==> src/rtl/cordic_rr_scheduler.sv <==
// Round-robin front end that shares one enable-stalled, pipelined rotate-mode CORDIC between
// NUM_CH sample streams. Optional packet locking: define CORDIC_RR_PKT_LOCK_EN.
module cordic_rr_scheduler #(
    parameter int NUM_CH   = 4,
    parameter int BITWIDTH = 24,
    parameter int ZWIDTH   = 24,
    parameter int LATENCY  = 21
) (
    input  logic                         clk,
    input  logic                         reset,
    input  logic [NUM_CH*BITWIDTH-1:0]   s_x,
    input  logic [NUM_CH*BITWIDTH-1:0]   s_y,
    input  logic [NUM_CH*ZWIDTH-1:0]     s_z,
    input  logic [NUM_CH-1:0]            s_last,
    input  logic [NUM_CH-1:0]            s_valid,
    output logic [NUM_CH-1:0]            s_ready,
    output logic                         cordic_enable,
    output logic                         cordic_strobe_in,
    output logic                         cordic_last_in,
    output logic [BITWIDTH-1:0]          cordic_xi,
    output logic [BITWIDTH-1:0]          cordic_yi,
    output logic [ZWIDTH-1:0]            cordic_zi,
    input  logic                         cordic_strobe_out,
    input  logic                         cordic_last_out,
    input  logic [BITWIDTH-1:0]          cordic_xo,
    input  logic [BITWIDTH-1:0]          cordic_yo,
    input  logic [ZWIDTH-2:0]            cordic_zo,
    output logic [BITWIDTH-1:0]          m_x,
    output logic [BITWIDTH-1:0]          m_y,
    output logic                         m_last,
    output logic [$clog2(NUM_CH)-1:0]    m_chan,
    output logic                         m_valid,
    input  logic                         m_ready,
    output logic                         idle
);
    localparam int CW = $clog2(NUM_CH);
    localparam int NW = $clog2(LATENCY + 1);

    // Handshake semantics: a beat transfers on a cycle where valid & ready are both high;
    // ready never depends on valid of the same port except through the arbiter grant.
    logic [CW-1:0]  rr_ptr;
    logic [CW-1:0]  grant;
    logic [CW-1:0]  ptr_next;
    logic           grant_found;
    logic           handshake;
    logic           result_pop;
    logic [LATENCY-1:0] tag_valid;
    logic [CW-1:0]  tag_chan [LATENCY];
    logic [NW-1:0]  inflight;
    logic           unused_zo;

`ifdef CORDIC_RR_PKT_LOCK_EN
    logic           pkt_locked;
    logic [CW-1:0]  lock_chan;
`endif

    assign unused_zo     = ^cordic_zo;
    assign m_valid       = cordic_strobe_out;
    assign m_x           = cordic_xo;
    assign m_y           = cordic_yo;
    assign m_last        = cordic_last_out;
    assign m_chan        = tag_chan[LATENCY-1];
    assign cordic_enable = ~(cordic_strobe_out & ~m_ready);
    assign result_pop    = cordic_strobe_out & m_ready;

    always_comb begin : grant_search
        logic [CW:0] cand;
        grant_found = 1'b0;
        grant       = '0;
        cand        = '0;
        for (int i = 0; i < NUM_CH; i++) begin
            cand = {1'b0, rr_ptr} + (CW+1)'(i);
            if (cand >= (CW+1)'(NUM_CH)) cand = cand - (CW+1)'(NUM_CH);
            if (!grant_found && s_valid[cand[CW-1:0]]) begin
                grant_found = 1'b1;
                grant       = cand[CW-1:0];
            end
        end
`ifdef CORDIC_RR_PKT_LOCK_EN
        // A packet in progress owns the CORDIC until its last beat, even while it idles.
        if (pkt_locked) begin
            grant_found = s_valid[lock_chan];
            grant       = lock_chan;
        end
`endif
    end

    assign handshake        = grant_found & cordic_enable & ~reset;
    assign cordic_strobe_in = handshake;
    assign ptr_next         = (grant == CW'(NUM_CH - 1)) ? '0 : grant + 1'b1;

    always_comb begin
        s_ready        = '0;
        cordic_xi      = '0;
        cordic_yi      = '0;
        cordic_zi      = '0;
        cordic_last_in = 1'b0;
        if (handshake) s_ready[grant] = 1'b1;
        for (int i = 0; i < NUM_CH; i++) begin
            if (grant_found && !reset && grant == CW'(i)) begin
                cordic_xi      = s_x[i*BITWIDTH +: BITWIDTH];
                cordic_yi      = s_y[i*BITWIDTH +: BITWIDTH];
                cordic_zi      = s_z[i*ZWIDTH +: ZWIDTH];
                cordic_last_in = s_last[i];
            end
        end
    end

    always_ff @(posedge clk) begin
        if (reset) begin
            rr_ptr <= '0;
`ifdef CORDIC_RR_PKT_LOCK_EN
        end else if (handshake && s_last[grant]) begin
`else
        end else if (handshake) begin
`endif
            rr_ptr <= ptr_next;
        end
    end

`ifdef CORDIC_RR_PKT_LOCK_EN
    always_ff @(posedge clk) begin
        if (reset) begin
            pkt_locked <= 1'b0;
            lock_chan  <= '0;
        end else if (handshake) begin
            pkt_locked <= ~s_last[grant];
            lock_chan  <= grant;
        end
    end
`endif

    // Channel tags ride alongside the CORDIC and freeze with it.
    always_ff @(posedge clk) begin
        if (reset) begin
            tag_valid <= '0;
            for (int i = 0; i < LATENCY; i++) tag_chan[i] <= '0;
        end else if (cordic_enable) begin
            tag_valid   <= {tag_valid[LATENCY-2:0], handshake};
            tag_chan[0] <= grant;
            for (int i = 1; i < LATENCY; i++) tag_chan[i] <= tag_chan[i-1];
        end
    end

    always_ff @(posedge clk) begin
        if (reset) begin
            inflight <= '0;
        end else begin
            case ({handshake, result_pop})
                2'b10:   inflight <= inflight + 1'b1;
                2'b01:   inflight <= inflight - 1'b1;
                default: inflight <= inflight;
            endcase
        end
    end

    assign idle = (inflight == '0) & ~|s_valid;

`ifndef SYNTHESIS
    tag_sync_a: assert property (@(posedge clk) disable iff (reset)
                                 tag_valid[LATENCY-1] == cordic_strobe_out)
        else $error("tag line valid bit out of step with cordic_strobe_out");
`endif

endmodule

==> config.mk <==
export PLATFORM = sky130hd
export DESIGN_NAME = cordic_rr_scheduler
export DESIGN_NICKNAME = d
export VERILOG_FILES = /design/src/rtl/cordic_rr_scheduler.sv
export SDC_FILE = /design/constraint.sdc
export NUM_CORES = 1
export LEC_CHECK = 0
export ABC_CLOCK_PERIOD_IN_PS = 3400
export CAP_MARGIN = 40
export CORE_AREA = 2 2 196 198
export CTS_BUF_LIST = sky130_fd_sc_hd__clkbuf_4 sky130_fd_sc_hd__clkbuf_8
export DETAILED_ROUTE_END_ITERATION = 6
export DIE_AREA = 0 0 198 200
export DONT_BUFFER_PORTS = 1
export PLACE_DENSITY = 0.38
export SLEW_MARGIN = 20
export SYNTH_ARGS = -nofsm -noshare
export SYNTH_HDL_FRONTEND = slang
export SYNTH_SLANG_ARGS = --single-unit
==> constraint.sdc <==
create_clock -name clk -period 3.4 [get_ports clk]
set_input_delay 0.51 -clock clk [delete_from_list [all_inputs] [get_ports clk]]
set_output_delay 0.51 -clock clk [all_outputs]
set_load 0.01 [all_outputs]
==> metrics.txt, run 1 <==
routability cong. 0.813; xor/xnor cell area share of the yosys netlist 0.00485; peak supply drop 0.000160 V; # fillers 4318; arrival time worst endpoint 2750 ps; antenna violations before repair 10; first-pass GRT wire length 33.6 mm; post-synth top area cell edfxtp_1; # setup viols final 0; routed wire length 26.0 mm; I/O Pins 504; R2R cell count 6; die area 39600 µm²; net count after synthesis 1180; Crit Path Max Fanout 43; outcome complete, no violations; chip height 200 µm; pwr dens 452 nW/µm²; Worst Min Path Start reset; overall routing resource usage 0.116; Synth Area in Adders 0.0185; drt wl/cell 20.7 µm; Hold Path Class input pin to flip-flop; drt pass-1 iters 5; slew margin rel. 0.512; vias in the first global route 4922; Initial Utilization 0.145; Max Cap Viol 0; kind of critical path flip-flop to primary output; Synth top area share 0.233; final hold vios 0; CP endpoint cordic_zi[2]; Compound-Gate Fraction of Synth Area 0.326; Pins Over Slew Limit 0; worst path required time 2890 ps; Critical path origin rr_ptr[1]$_SDFFE_PP0N_; Synth area leaders edfxtp_1, a21oi_1, a22oi_1, buf_4, o21ai_0; core area 37400 µm²; CTS tree done; CP Capture Type primary output; Syn Inst Count 800; Tightest Pin Transition 728 ps; most frequent cells in the layout a21oi_1, inv_1, nand2_1; mux share of post-synthesis cell area 0.00554; initial drt markers 284; total power 0.00276 W; DP HPWL 21.0 mm; Post-synth EDFFs 42; skew final 9.69 ps; Async SR Flop Fraction 0; row cnt 71; clock latency on the worst-skew pair 300 ps; NumNets Final 1123; final worst-path cycle share 0.958; largest family of logic cells by synthesized area compound AO/OA/AOI/OAI gates; vias post-DR 5561; Primary FF master, synth edfxtp_1; clk sinks 49; synth warn 0; mapped cell area 5420 µm²; Num CTS Buffers 5; number of synthesized register bits 49; Fmax achieved 0.307 GHz; largest net degree at the start of global routing 71; Worst R2R End inflight[4]$_SDFFE_PP0P_; die width 198 µm; Tmin final 3260 ps; Final Util 0.163; Avg Vias per Cell 4.43; Antenna Nets Post-Route 0; post-synthesis sequential area ratio 0.259; Synth cell types 45; number of H-tree levels 2; clk slew on worst S/H paths 100 ps; Sum Neg Setup Slack 0 ps; leading cell type in the layout, fill and taps excluded a21oi_1; Area Growth Syn to Fin 12.8%; port bufs 0; GRT overflow 0; mean post-synth cell area 6.77 µm²; layout cells sized above 1 0.114; number of remaining DRC errors 0; Root Buffer clkbuf_8; crit start category flip-flop; simple-gate area share of the yosys netlist 0.197; Leak Pwr 2.55 nW; reg2reg setup slack 1610 ps; CTS max path bufs 2; r2r startpoint inflight[1]$_SDFFE_PP0P_; worst hold slack 248 ps
## cells in the mapped netlist (2+ instances only)
cell type	count
nand2b_1	4
ha_1	8
o21ai_0	71
mux2i_1	3
a221oi_1	5
buf_1	10
nor4_1	2
a21oi_1	147
buf_4	61
nand4b_1	2
nor2b_1	9
a22oi_1	69
nor2_1	77
clkbuf_1	42
buf_2	14
xor2_1	2
and2_1	5
dfxtp_1	7
nand2_1	79
inv_1	80
edfxtp_1	42
and3_1	35
a211o_1	4
## sequential cells by signal, indices dropped and copies added (netlist names)
signal	cells
inflight	5
rr_ptr	2
tag_chan	42
## where the power goes
group	internal [W]	total [W]	leakage, nW	switching (W)
clock	0.000217	0.000419	0.0518	0.000202
combinational	0.000609	0.00162	1.96	0.00101
sequential	0.000700	0.000726	0.545	0.0000262
## per-stage QoR
stage	worst slack, ps	std cells	instance area (µm²)
finish	141	1256	6110
global placement	169	1234	5840
global route	-47.0	1255	6110
detailed placement	119	1235	5850
CTS	48.4	1244	5980
floorplan	663	800	5420
## layout make-up
cell class	instances	area, µm²	share of cell area
Multi-Input combinational cell	544	3060	0.501
Sequential cell	49	1410	0.230
Tap cell	511	639	0.105
Timing Repair Buffer	63	592	0.0969
Inverter	80	300	0.0492
Clock buffer	5	68.8	0.0113
Clock inverter	3	41.3	0.00676
Antenna cell	1	2.50	0.000410
## routing by layer
layer	wire [µm]	GRT usage	vias up
met5	27	0	-
met4	861	0.0379	4
met3	2210	0.0336	57
met2	12500	0.195	317
met1	10400	0.143	2595
li1	-	-	2588
## critical path, cell delays in order (launching register included)
cell      delay [ps]
dfxtp_4          380
nand2b_1         140
a21oi_1          220
nor4_2            90
buf_4            170
ha_4             170
buf_12           160
buf_4            210
a21oi_1          180
o21ai_0          100
a22oi_1          350
nor2_1            80
buf_4            160
## worst min path at each step
| stage | endpoint | slack (ps) | cells after the start |
|---|---|---|---|
| 3_5_place_dp | tag_chan[0][40]$_SDFFCE_PP0P_ | 520 | 1 |
| 3_3_place_gp | tag_chan[0][38]$_SDFFCE_PP0P_ | 520 | 1 |
| 5_1_grt | rr_ptr[0]$_SDFFE_PP0N_ | 220 | 1 |
| 6_report | rr_ptr[0]$_SDFFE_PP0N_ | 250 | 1 |
| 2_1_floorplan | rr_ptr[0]$_SDFFE_PP0N_ | 500 | 2 |
| 4_1_cts | rr_ptr[0]$_SDFFE_PP0N_ | 240 | 1 |
## repair_timing
item	in CTS	in global routing
pin swaps	0	3
setup buffers	1	10
gates resized for setup	1	8
hold buffers	0	0
endpoints found under the setup margin	22	51
gates cloned	0	1
## logic make-up (layout without fill, tap and decap cells)
family | Yosys count | in the layout
muxes | 3 | 3
other | 0 | 1
xor gates and xnor gates | 3 | 3
and+or+nand+nor | 225 | 225
adders and majority gates | 8 | 8
DFF | 49 | 49
buffers and inverters | 207 | 151
AOI/OAI and AO/OA | 305 | 305
Power figures use the tool's default switching activity.
==> run 2, diff against run 1 <==
--- a/config.mk
+++ b/config.mk
@@ -5,7 +5,6 @@
 export SDC_FILE = /design/constraint.sdc
 export NUM_CORES = 1
 export LEC_CHECK = 0
-export ABC_CLOCK_PERIOD_IN_PS = 3400
 export CAP_MARGIN = 40
 export CORE_AREA = 2 2 196 198
 export CTS_BUF_LIST = sky130_fd_sc_hd__clkbuf_4 sky130_fd_sc_hd__clkbuf_8
@@ -13,6 +12,8 @@
 export DIE_AREA = 0 0 198 200
 export DONT_BUFFER_PORTS = 1
 export PLACE_DENSITY = 0.38
+export RECOVER_POWER = 25
+export REMOVE_ABC_BUFFERS = 1
 export SLEW_MARGIN = 20
 export SYNTH_ARGS = -nofsm -noshare
 export SYNTH_HDL_FRONTEND = slang
==> metrics.txt, run 2 (synthesis results as in run 1) <==
die area 39600 µm²; Biggest register tag_chan; internal cell power 0.00155 W; leading cell type in the layout, fill and taps excluded a21oi_1; hold endpoint inflight[2]$_SDFFE_PP0P_; RSZ-0062 raised after global routing no; Sum Neg Setup Slack 0 ps; drt wl/cell 21.7 µm; row cnt 71; area of the multi-input gates 3050 µm²; CP Capture Type primary output; I/O Pins 504; Critical path origin rr_ptr[1]$_SDFFE_PP0N_; die width 198 µm; CTS max path bufs 2; clock latency on the worst-skew pair 290 ps; max reg flops 42; drt pass-1 iters 7; initial drt markers 318; skew final 5.40 ps; Worst Min Path Start reset; clk slew on worst S/H paths 90 ps; core area 37400 µm²; chip height 200 µm; clk sinks 49; routability cong. 0.810; Fmax achieved 0.313 GHz; Num CTS Buffers 5; Avg Vias per Cell 4.39; Tmin final 3190 ps; vias in the first global route 4969; Hold Path Class input pin to flip-flop; first-pass GRT wire length 35.4 mm; overall routing resource usage 0.125; GR peak layer met2; antenna violations before repair 10; outcome complete, no violations; Combinational Power Share 0.587; Clock power frac 0.148; pwr dens 445 nW/µm²; Leak Pwr 2.57 nW; layout cells sized above 1 0.113; number of remaining DRC errors 0; M1 GR Usage 0.147; NumNets Final 1125; Initial Utilization 0.145; Max Cap Viol 0; peak supply drop 0.000133 V; crit start category flip-flop; Worst R2R End inflight[4]$_SDFFE_PP0P_; number of H-tree levels 2; DP HPWL 22.1 mm; Tightest Pin Transition 577 ps; P_sw 0.00118 W; routed wire length 27.5 mm; met3 usage 0.101; Antenna Nets Post-Route 0; final hold vios 0; # setup viols final 0; # fillers 4274; vias post-DR 5561; R2R cell count 6; register area 1400 µm²; r2r startpoint inflight[1]$_SDFFE_PP0P_; post-route insts no fill 1268; worst path required time 2890 ps; Crit Path Max Fanout 6; Pins Over Slew Limit 0; CTS tree done; Root Buffer clkbuf_8; most frequent cells in the layout a21oi_1, inv_1, nand2_1; Hold Path Depth 1; kind of critical path flip-flop to primary output; Switching Fraction 0.433; Area Growth Syn to Fin 13.5%; largest registers tag_chan (42), inflight (5), rr_ptr (2); port bufs 0; slew margin rel. 0.615; arrival time worst endpoint 2680 ps; largest net degree at the start of global routing 54; GRT overflow 0; placed cells 1244; final worst-path cycle share 0.939; total power 0.00273 W; grt met2 use 0.175; power share of the sequential group 0.265; reg2reg setup slack 1610 ps
[run 2: area by class of cell]
class | instances | share of cell area
multi-input combinational | 544 | 0.496
clock buffer | 5 | 0.0112
clock inverter | 2 | 0.00570
antenna | 12 | 0.00488
inverter | 80 | 0.0488
timing repair buffer | 65 | 0.101
tap | 511 | 0.104
sequential | 49 | 0.228
[run 2: critical path: stages, from the launching register on]
cell and delay, ps:
dfxtp_2 390, mux2i_1 200, nor2_1 100, nor4_2 280
inv_1 170, ha_4 220, nor2b_1 160, a221oi_1 470
a211o_1 170, a21oi_1 70, buf_4 160
[run 2: how the worst max path moves through the flow]
stage	to	slack, ps	cells past startpoint
4_1_cts	cordic_zi[23]	20	10
5_1_grt	cordic_zi[9]	4	11
6_report	cordic_zi[23]	210	10
3_3_place_gp	cordic_zi[23]	310	10
3_5_place_dp	cordic_zi[23]	240	10
2_1_floorplan	cordic_last_in	-1440	7
[run 2: stage by stage]
| step | instance area, µm² | utilization | setup slack, ps | hold slack, ps |
|---|---|---|---|---|
| 6_report | 6150 | 0.164 | 207 | 277 |
| 5_1_grt | 6120 | 0.164 | 4.09 | 258 |
| 4_1_cts | 6070 | 0.162 | 20.3 | 265 |
| 3_5_place_dp | 5930 | 0.159 | 244 | 518 |
| 3_3_place_gp | 5920 | 0.158 | 305 | 518 |
| 2_1_floorplan | 4690 | - | -1440 | 489 |
[run 2: what timing repair did]
item,in CTS,in global routing
gates resized for setup,1,1
hold endpoints to repair,0,0
setup buffers,0,4
setup endpoints to repair,3,40
cloned,1,0
hold buffers,0,0
pin swaps,0,1
[run 2: per-layer routing]
layer / wire length [µm] / part of all wire
met5: 235 / 0.0085
met4: 379 / 0.014
met3: 4280 / 0.16
met2: 11600 / 0.42
met1: 11000 / 0.40
[run 2: power by group through the flow]
stage	Combinational (W)	Sequential [W]	Clock [W]
after floorplan	0.00105	0.000731	0
after global placement	0.00157	0.000738	0
after detailed placement	0.00157	0.000738	0
after CTS	0.00162	0.000725	0.000416
after global routing	0.00180	0.000732	0.000438
final	0.00160	0.000725	0.000404
==> run 3, diff against run 2 <==
--- a/config.mk
+++ b/config.mk
@@ -11,9 +11,11 @@
 export DETAILED_ROUTE_END_ITERATION = 6
 export DIE_AREA = 0 0 198 200
 export DONT_BUFFER_PORTS = 1
+export GPL_ROUTABILITY_DRIVEN = 0
 export PLACE_DENSITY = 0.38
 export RECOVER_POWER = 25
 export REMOVE_ABC_BUFFERS = 1
+export SKIP_CTS_REPAIR_TIMING = 1
 export SLEW_MARGIN = 20
 export SYNTH_ARGS = -nofsm -noshare
 export SYNTH_HDL_FRONTEND = slang
==> metrics.txt, run 3 (synthesis results as in run 1) <==
worst path required time 2890 ps; leading cell type in the layout, fill and taps excluded a21oi_1; DP HPWL 22.1 mm; vias post-DR 5653; number of H-tree levels 2; Crit Path Max Fanout 6; Num CTS Buffers 5; Worst R2R End inflight[4]$_SDFFE_PP0P_; clk sinks 49; largest net degree at the start of global routing 54; die width 198 µm; Switching Fraction 0.435; row cnt 71; Hold Path Depth 1; pwr dens 443 nW/µm²; first-pass GRT wire length 34.9 mm; crit start category flip-flop; Leak Pwr 2.56 nW; CTS tree done; antenna violations before repair 11; RSZ-0062 raised after global routing no; CTS max path bufs 2; layout cells sized above 1 0.113; largest registers tag_chan (42), inflight (5), rr_ptr (2); chip height 200 µm; Root Buffer clkbuf_8; R2R cell count 6; Final Util 0.164; Combinational Power Share 0.584; highest routed layer met5; min setup slack post-route 215 ps; peak supply drop 0.000134 V; worst hold slack 276 ps; vias in the first global route 4971; internal cell power 0.00154 W; Biggest register tag_chan; GRT overflow 0; number of remaining DRC errors 0; # fillers 4274; routed wire length 27.5 mm; slew margin rel. 0.611; core area 37400 µm²; outcome complete, no violations; Initial Utilization 0.145; Pins Over Slew Limit 0; power share of the sequential group 0.267; Tightest Pin Transition 584 ps; Metal-1 WL 10.7 mm; Avg Vias per Cell 4.45; port bufs 0; pre-CTS setup slack 244 ps; final worst-path cycle share 0.937; WL met3 4.51 mm; CP Capture Type primary output; I/O Pins 504; NumNets Final 1125; drt pass-1 iters 6; clock latency on the worst-skew pair 290 ps; Area Growth Syn to Fin 13.2%; skew final 4.47 ps; kind of critical path flip-flop to primary output; Worst Min Path Start reset; post-route cell area 6130 µm²; Tmin final 3180 ps; initial drt markers 324; die area 39600 µm²; overall routing resource usage 0.123; Fmax achieved 0.314 GHz; Hold Path Class input pin to flip-flop; DP Area 5930 µm²; Max Cap Viol 0; P_sw 0.00118 W; drt wl/cell 21.7 µm; Clock power frac 0.149; # setup viols final 0; reg2reg setup slack 1610 ps; final hold vios 0; hold endpoint inflight[2]$_SDFFE_PP0P_; arrival time worst endpoint 2670 ps; r2r startpoint inflight[1]$_SDFFE_PP0P_; most frequent cells in the layout a21oi_1, inv_1, nand2_1; Antenna Nets Post-Route 0; Met2 Routed Length 11.3 mm; clk slew on worst S/H paths 90 ps; max reg flops 42
-- run 3: worst max-delay path: stages, from the launching register on --
cell and delay (ps):
dfxtp_2 390, mux2i_1 200, nor2_1 100, nor4_2 280, inv_1 170, ha_4 220, nor2b_1 170, a221oi_1 460
a211o_1 170, a21oi_1 70, buf_4 160
-- run 3: layout make-up --
cell class	instances	area, µm²	area share
clock buffers	5	68.8	0.0112
diodes	13	32.5	0.00531
clock inverters	2	35.0	0.00572
inverters	80	300	0.0490
well taps	511	639	0.104
multi-input cells	544	3050	0.498
repair buffers	65	601	0.0980
flip-flops and latches	49	1400	0.229
-- run 3: metrics by stage --
step | std cells | total power [W] | setup TNS, ps
finish | 1269 | 0.00272 | 0
global placement | 1243 | 0.00231 | 0
CTS | 1251 | 0.00272 | -106
global route | 1260 | 0.00296 | 0
floorplan | 673 | 0.00178 | -106800
detailed placement | 1244 | 0.00231 | 0
-- run 3: power by group through the flow --
stage	Combinational, W	Sequential [W]	Clock (W)
floorplan	0.00105	0.000731	0
global placement	0.00157	0.000738	0
detailed placement	0.00157	0.000738	0
CTS	0.00158	0.000725	0.000416
global route	0.00179	0.000732	0.000438
finish	0.00159	0.000726	0.000404
-- run 3: how the worst max path moves through the flow --
stage / startpoint / endpoint / slack [ps] / cells past startpoint
2_1_floorplan: s_valid[0] / cordic_last_in / -1440 / 7
3_3_place_gp: s_valid[2] / cordic_zi[23] / 310 / 10
3_5_place_dp: s_valid[2] / cordic_zi[23] / 240 / 10
4_1_cts: rr_ptr[1]$_SDFFE_PP0N_ / cordic_zi[23] / -90 / 10
5_1_grt: rr_ptr[1]$_SDFFE_PP0N_ / cordic_zi[9] / 5 / 11
6_report: rr_ptr[1]$_SDFFE_PP0N_ / cordic_zi[23] / 220 / 10
-- run 3: metal layers --
| layer | vias up | GRT usage |
|---|---|---|
| li1 | 2604 | - |
| met1 | 2633 | 0.143 |
| met2 | 378 | 0.168 |
| met3 | 32 | 0.0983 |
| met4 | 6 | 0.0301 |
| met5 | - | 0.0519 |
